===== src/rtl/trace_pkg.sv =====
// Shared types and constants for the pipeline trace buffer.
package trace_pkg;

   typedef enum logic [1:0] {
      IDLE  = 2'd0,
      ARMED = 2'd1,
      POST  = 2'd2,
      DONE  = 2'd3
   } trace_state_t;

   localparam int TRACE_TS_W = 32;

endpackage


===== src/rtl/trace_ram.sv =====
// Simple dual-port trace storage: one write port, one registered read port.
// Contents are not cleared by reset; only the read register is.
module trace_ram #(
   parameter int WIDTH = 64,
   parameter int DEPTH = 16
) (
   input  logic                     clk,
   input  logic                     reset,
   input  logic                     we,
   input  logic [$clog2(DEPTH)-1:0] waddr,
   input  logic [WIDTH-1:0]         wdata,
   input  logic                     re,
   input  logic [$clog2(DEPTH)-1:0] raddr,
   output logic [WIDTH-1:0]         rdata
);

   logic [WIDTH-1:0] mem [DEPTH];

   always_ff @(posedge clk) begin
      if (we) begin
         mem[waddr] <= wdata;
      end
   end

   always_ff @(posedge clk) begin
      if (reset) begin
         rdata <= '0;
      end else if (re) begin
         rdata <= mem[raddr];
      end
   end

endmodule


===== src/rtl/pipeline_trace_buffer.sv =====
// Circular trace capture with PC-match trigger, post-trigger window and playback.
// Optional TRACE_TIMESTAMP_EN stores a free-running cycle stamp with every entry.
module pipeline_trace_buffer
   import trace_pkg::*;
#(
   parameter int XLEN      = 32,
   parameter int N_CH      = 2,
   parameter int DEPTH     = 16,
   parameter int POST_TRIG = 8
) (
   input  logic                       clk,
   input  logic                       reset,
   input  logic                       arm,
   input  logic                       trig_en,
   input  logic [XLEN-1:0]            trig_pc,
   input  logic                       cap_valid,
   input  logic [N_CH*XLEN-1:0]       cap_data,
   input  logic                       rd_req,
   output logic                       rd_valid,
   output logic [N_CH*XLEN-1:0]       rd_data,
   output logic                       rd_last,
   output logic                       triggered,
`ifdef TRACE_TIMESTAMP_EN
   output logic [TRACE_TS_W-1:0]      rd_ts,
`endif
   output logic [1:0]                 state,
   output logic [$clog2(DEPTH+1)-1:0] count
);

   localparam int AW = $clog2(DEPTH);
   localparam int CW = $clog2(DEPTH+1);
   localparam int DW = N_CH*XLEN;
   localparam logic [CW-1:0] FULL     = CW'(DEPTH);
   localparam logic [AW:0]   POST_LIM = (AW+1)'(POST_TRIG);
`ifdef TRACE_TIMESTAMP_EN
   localparam int RW = DW + TRACE_TS_W;
`else
   localparam int RW = DW;
`endif

   trace_state_t  state_q, state_d;
   logic [AW-1:0] wr_ptr_q, wr_ptr_d, rd_ptr_q, rd_ptr_d, post_q, post_d;
   logic [CW-1:0] count_q, count_d, rem_q, rem_d;
   logic          trig_q, trig_d;
   logic          trigger_hit, wr_en, rd_fire;
   logic [RW-1:0] wdata, rdata;

   assign trigger_hit = cap_valid & trig_en & (cap_data[XLEN-1:0] == trig_pc);
   assign wr_en   = ~arm & cap_valid & ((state_q == ARMED) | (state_q == POST));
   assign rd_fire = ~arm & rd_req & (state_q == DONE) & (rem_q != '0);

   always_comb begin
      state_d  = state_q;
      wr_ptr_d = wr_ptr_q;
      count_d  = count_q;
      post_d   = post_q;
      rd_ptr_d = rd_ptr_q;
      rem_d    = rem_q;
      trig_d   = trig_q;
      if (arm) begin
         state_d  = ARMED;
         wr_ptr_d = '0;
         count_d  = '0;
         post_d   = '0;
         rd_ptr_d = '0;
         rem_d    = '0;
         trig_d   = 1'b0;
      end else begin
         unique case (state_q)
            IDLE: ;
            ARMED, POST: begin
               if (cap_valid) begin
                  wr_ptr_d = wr_ptr_q + 1'b1;
                  count_d  = (count_q == FULL) ? count_q : count_q + 1'b1;
                  if (state_q == ARMED) begin
                     if (trigger_hit) begin
                        trig_d  = 1'b1;
                        state_d = (POST_TRIG == 0) ? DONE : POST;
                     end
                  end else begin
                     post_d = post_q + 1'b1;
                     if (({1'b0, post_q} + 1'b1) == POST_LIM) state_d = DONE;
                  end
               end
               // Playback starts at the oldest entry of the frozen window.
               if (state_d == DONE) begin
                  rd_ptr_d = wr_ptr_d - count_d[AW-1:0];
                  rem_d    = count_d;
               end
            end
            DONE: begin
               if (rd_fire) begin
                  rd_ptr_d = rd_ptr_q + 1'b1;
                  rem_d    = rem_q - 1'b1;
               end
            end
         endcase
      end
   end

   always_ff @(posedge clk) begin
      if (reset) begin
         state_q  <= IDLE;
         wr_ptr_q <= '0;
         count_q  <= '0;
         post_q   <= '0;
         rd_ptr_q <= '0;
         rem_q    <= '0;
         trig_q   <= 1'b0;
         rd_valid <= 1'b0;
         rd_last  <= 1'b0;
      end else begin
         state_q  <= state_d;
         wr_ptr_q <= wr_ptr_d;
         count_q  <= count_d;
         post_q   <= post_d;
         rd_ptr_q <= rd_ptr_d;
         rem_q    <= rem_d;
         trig_q   <= trig_d;
         rd_valid <= rd_fire;
         rd_last  <= rd_fire & (rem_q == CW'(1));
      end
   end

`ifdef TRACE_TIMESTAMP_EN
   logic [TRACE_TS_W-1:0] ts_q;

   always_ff @(posedge clk) begin
      if (reset) ts_q <= '0;
      else       ts_q <= ts_q + 1'b1;
   end

   assign wdata = {ts_q, cap_data};
   assign rd_ts = rdata[RW-1 -: TRACE_TS_W];
`else
   assign wdata = cap_data;
`endif

   trace_ram #(.WIDTH(RW), .DEPTH(DEPTH)) u_ram (
      .clk   (clk),
      .reset (reset),
      .we    (wr_en),
      .waddr (wr_ptr_q),
      .wdata (wdata),
      .re    (rd_fire),
      .raddr (rd_ptr_q),
      .rdata (rdata)
   );

   assign rd_data   = rdata[DW-1:0];
   assign triggered = trig_q;
   assign state     = state_q;
   assign count     = count_q;

endmodule


===== config.mk =====
export PLATFORM = sky130hd
export DESIGN_NAME = pipeline_trace_buffer
export DESIGN_NICKNAME = d
export VERILOG_FILES = /design/src/rtl/trace_pkg.sv /design/src/rtl/trace_ram.sv /design/src/rtl/pipeline_trace_buffer.sv
export SDC_FILE = /design/constraint.sdc
export NUM_CORES = 1
export LEC_CHECK = 0
export ABC_AREA = 1
export CAP_MARGIN = 0
export CORE_UTILIZATION = 30
export CTS_CLUSTER_DIAMETER = 200
export DETAILED_ROUTE_END_ITERATION = 8
export HOLD_SLACK_MARGIN = 0.1
export PLACE_DENSITY_LB_ADDON = 0.12
export SLEW_MARGIN = 15
export SYNTH_ARGS = -nofsm -noshare
export SYNTH_HDL_FRONTEND = slang
export SYNTH_SLANG_ARGS = --single-unit

===== constraint.sdc =====
create_clock -name clk -period 6.3 [get_ports clk]
set_input_delay 1.89 -clock clk [delete_from_list [all_inputs] [get_ports clk]]
set_output_delay 1.89 -clock clk [all_outputs]
set_load 0.005 [all_outputs]

# After elaboration in Yosys (flattened, before gate mapping)
# Memory sizes are Yosys's and may differ from the RTL's. A register that Yosys moved wholly into a read port is not among the register bits.
# Index checks and enable logic that the tools add are counted.
# classes
n_addsub	7
mul	0
div_mod_pow	0
order_cmp	0
n_eq_ne	10
shift	0
n_mux	23
bitwise	11
n_reduce_logical	8
# op_table
operator	n
== test 32 bit	1
2-to-1 mux 5 bit	6
2-to-1 mux 4 bit	5
adder 4 x 1 -> 4 bit (second input constant)	3
2-to-1 mux 2 bit	6
case mux 5 bit (2 select lines)	1
bitwise AND 1 bit	8
case mux 4 bit (2 select lines)	1
== test 2 bit (second input constant)	3
AND reduction 3 bit	2
adder 4 x 1 -> 5 bit (second input constant)	1
adder 5 x 1 -> 5 bit (second input constant)	1
== test 5 x 1 -> 1 bit (second input constant)	1
== test 5 x 4 -> 1 bit (second input constant)	1
== test 5 bit (second input constant)	1
nonzero test 5 bit	1
subtractor 5 x 1 -> 5 bit (second input constant)	1
2-to-1 mux 1 bit	4
!= test 2 bit (second input constant)	2
AND reduction 4 bit	1
nonzero test 2 bit	2
OR reduction 2 bit	2
subtractor 4 bit	1
== test 2 x 1 -> 1 bit (second input constant)	1
other kinds (2)	3
# totals
ff_bits	27
latchBits	0
mem_bits_rw	1024
rom_bits	0
inputBits	102
out_inout_bits	74
elab_cells	70
memories	1
# memory_table
name	words	word_bits	read_ports	rd_ports_with_merged_regs	write_ports	line_no	rtl
u_ram.mem	16	64	1	1	1	trace_ram.sv:17	logic [WIDTH-1:0] mem [DEPTH];

# Longest topological paths before layout
# depth
ltp_word	10
mapped_depth	15
ltp_nobuf	15

# By module
# A second synthesis with hierarchy kept.
# unflattened
cells_unflattened	4096
area_unflattened_um2	46072.9
# modules_own_cells
mod	n_inst	cells_per_inst	area_per_inst_um2	seq_area_each_um2
trace_ram	1	3719	43752.0	32030.7
pipeline_trace_buffer	1	377	2321.0	540.5

# Worst setup path after synthesis
# Ideal clock, no wire load.
# synth_path
kind	input -> register
start	input cap_valid
end	memory u_ram.mem[0][0], enable pin
setup_time_ns	0.486
t_arrival_ns	5.261
slack_ns	0.552
stages	7
path_buffers	1
path_cell_list	buf_4 > inv_1 > nor2_1 > inv_1 > nor2_1 > nand2_1 > nor2_1
# synth_via
elab_chain_len	4
# synth_lines
item	line_no	rtl
start, declared	pipeline_trace_buffer.sv:16	input logic cap_valid,
bitwise AND 1 bit (2 in a row)	pipeline_trace_buffer.sv:49	assign wr_en = ~arm & cap_valid & ((state_q == ARMED) | (state_q == POST));
2-to-1 mux 1 bit	trace_ram.sv:20	if (we) begin
2-to-1 mux 1 bit (not written as such)	trace_ram.sv:21	mem[waddr] <= wdata;
end, declared	trace_ram.sv:17	
# No other way between the ends.

# Worst setup path after layout
# layout_path
start	input cap_valid
end	memory u_ram.mem[1][29], enable pin
# Same word-level chain as after synthesis.

==> impl_results.md <==
* Fin crit period at 4216 ps
* Sequential fraction of the synthesis area at 74.09%
* Die area at 148100 sq um
* Root Buffer: clkbuf_16
* Number of cell rows at 140
* Flop and latch count out of synthesis at 1115
* Worst EP required at 6690 ps
* Die height at roughly 380 um
* Relative slew slack at approximately a quarter
* Via density at roughly 5.0
* TritonCTS clock tree: done
* Total GRT Usage at between 15 and 20%
* PostCTS Resize Cnt at 0
* Worst clock skew at 17.37 ps
* CP Launch Type: primary input
* Post-route clock period utilization at about two thirds
* Crit. End Element: flop
* Top-count cell post-synth: edfxtp_1
* Post-DP HPWL at ~72000 um
* Hold Path Class: flop to flop
* Worst-path clk slew at approximately 50 ps
* Synth area leader: edfxtp_1
* Largest cells by area after synthesis: edfxtp_1 (70%), nor2_1 (5.3%), o21ai_0 (5.1%)
* Final net count at about 3800
* H-tree levels at 4
* Final hold vios at 0
* Vias in the first global route at 28020
* Netlist cell types at 33
* Main synth FF type: edfxtp_1
* Num CTS Buffers at 131
* Crit Path Category: primary input to flop
* Core area at 145600 sq um
* Post-synth EDFFs at 1024
* DR pass1 iterations at 7
* 1st-iter DRT viols at approximately 2200
* Pins Over Slew Limit at 0
* Final core utilization at between 30% and 40%
* Max Buffers Root-to-Sink at 3
* Async set-reset flop share out of synthesis at 0%
* Clock Latency Late Sink at ~740 ps
* Area of the multi-input gates at approximately 9700 sq um
* Mapped cell area at 43960 sq um
* DRT antenna net count at 0
* Lkg Pwr at 17.43 nW
* DR vias at approximately 28000
* Fmax at 237.2 MHz
* Gate Count Post-Synth at 3511
* Status: finished clean
* Maximum capacitance violations at 0
* Chip width at 384.8 um
* Io pins at between 150 and 200
* Post-synth top cells: edfxtp_1 (1024), nor2_1 (616), o21ai_0 (446)
* Remaining Overflow, GRT at 0
* Share of layout cells above drive strength 1 at approximately 7.5%
* TNS Setup at 0 ps
* Fill count at 14250
* Worst Max-Slew Pin Slew at 1121 ps
* # setup viols final at 0
* Syn_nets at between 3000 and 4000
* Post-synth top area share at 69.95%
* Syn Area/Cell at 12.52 sq um
* Unrepaired setup endpoints after global routing: false
* Post-CTS Setup Bufs at 0
* Syn-to-layout area delta at 18.43%
* First-pass GRT wire length at slightly below 200000 um
* Initial core utilization at a little under a third
* I/O Buffers at 175
* Wire length per cell at between 20 and 25 um
* Yosys warnings at 0
* GPL Wtd Cong at ~0.75
* Worst IR Drop VDD at between 0.15 and 0.2 mV
* Final WL at 136300 um
* Crit path max fanout at 19
* # hold bufs at CTS at 0
* Power per cell area at about 300 nW/um^2
* Reg area at 32590 sq um
* WP data arrival at 4600 ps
* Antenna violations before repair at 14
* Largest net degree at the start of global routing at around 180
* Remaining DRCs at 0
* Clk sinks at 1115
-- layer usage --
metal	routed length (um)	global-route usage, %	vias to the layer above
met1	61690	24.69	14240
li1	-	-	13170
met2	63930	29.36	670
met3	6761	3.612	202
met5	97	0	-
met4	3868	6.246	16
-- cells in the final DEF, fill, tap and decap left out, types with 8 or more instances in the layout --
| cell | n |
|---|---|
| o32ai_1 | 16 |
| nor2_4 | 16 |
| nor2_1 | 600 |
| inv_1 | 197 |
| clkinv_2 | 16 |
| clkbuf_1 | 39 |
| xor2_1 | 8 |
| o22ai_1 | 252 |
| clkdlybuf4s50_1 | 174 |
| o21ai_1 | 160 |
| buf_4 | 72 |
| o21ai_0 | 446 |
| a21oi_1 | 177 |
| clkinv_1 | 34 |
| nor3_1 | 24 |
| buf_12 | 15 |
| ha_1 | 17 |
| edfxtp_1 | 1024 |
| nand3_1 | 17 |
| clkbuf_16 | 139 |
| o221ai_1 | 46 |
| dfxtp_1 | 87 |
| nand2_1 | 158 |
| xnor2_1 | 8 |
-- state kept, by name, indices dropped and copies added, names as in the netlist, 2 cells and up --
name         flops
u_ram.rdata     64
wr_ptr_q         4
rem_q            5
u_ram.mem     1024
post_q           4
state            2
rd_ptr_q         4
count            5
-- logic make-up (layout without fill, tap and decap cells) --
| group | Yosys count | after routing | synth area share (%) |
|---|---|---|---|
| buffers and inverters | 438 | 701 | 4.067 |
| xor gates and xnor gates | 16 | 16 | 0.3188 |
| adders and majority gates | 18 | 18 | 0.5294 |
| and+or+nand+nor | 825 | 825 | 7.224 |
| AOI/OAI and AO/OA | 1099 | 1099 | 13.77 |
| other | 0 | 2 | 0 |
| DFF | 1115 | 1115 | 74.09 |
-- worst max-delay path: stages --
cell             delay, ps
clkdlybuf4s50_1        650
inv_1                  190
nor2_1                 120
inv_1                  110
nor2_1                 280
nand2_1                320
nor2_4                 540
buf_4                  480
-- metrics by stage --
stage	hold slack (ps)	area (sq um)	setup WS (ps)	cells	power, mW
finish	472.9	52060	2084	5693	15.59
global placement	461.3	48090	1346	5455	8.607
global route	497.8	52060	1810	5693	16.09
floorplan	444.7	43960	552.4	3511	8.351
detailed placement	463.4	48090	1291	5455	8.607
CTS	471.9	52060	2104	5691	15.79
-- where the power goes --
group          switching [mW]  internal, mW
sequential            0.00739          8.09
clock                    3.00          4.14
combinational           0.237         0.109
-- worst paths after layout --
| path | start | end | slack (ps) | cells after the start |
|---|---|---|---|---|
| min | post_q[3] | post_q[3] | 470 | 2 |
| min reg2reg | post_q[3] | post_q[3] | 470 | 2 |
| max | cap_valid | u_ram.mem[1][29] | 2080 | 8 |
| max reg2reg | rd_ptr_q[1] | u_ram.rdata[9] | 2850 | 8 |
-- cell type report --
class | count | area share [%]
multi-input cells | 1958 | 18.70
clock inverters | 58 | 0.6681
clock buffers | 178 | 6.962
diodes | 2 | 0.009613
repair buffers | 261 | 4.960
well taps | 1917 | 4.607
flip-flops and latches | 1115 | 62.59
inverters | 204 | 1.507
Note: power is estimated with default switching activity, not from simulation.
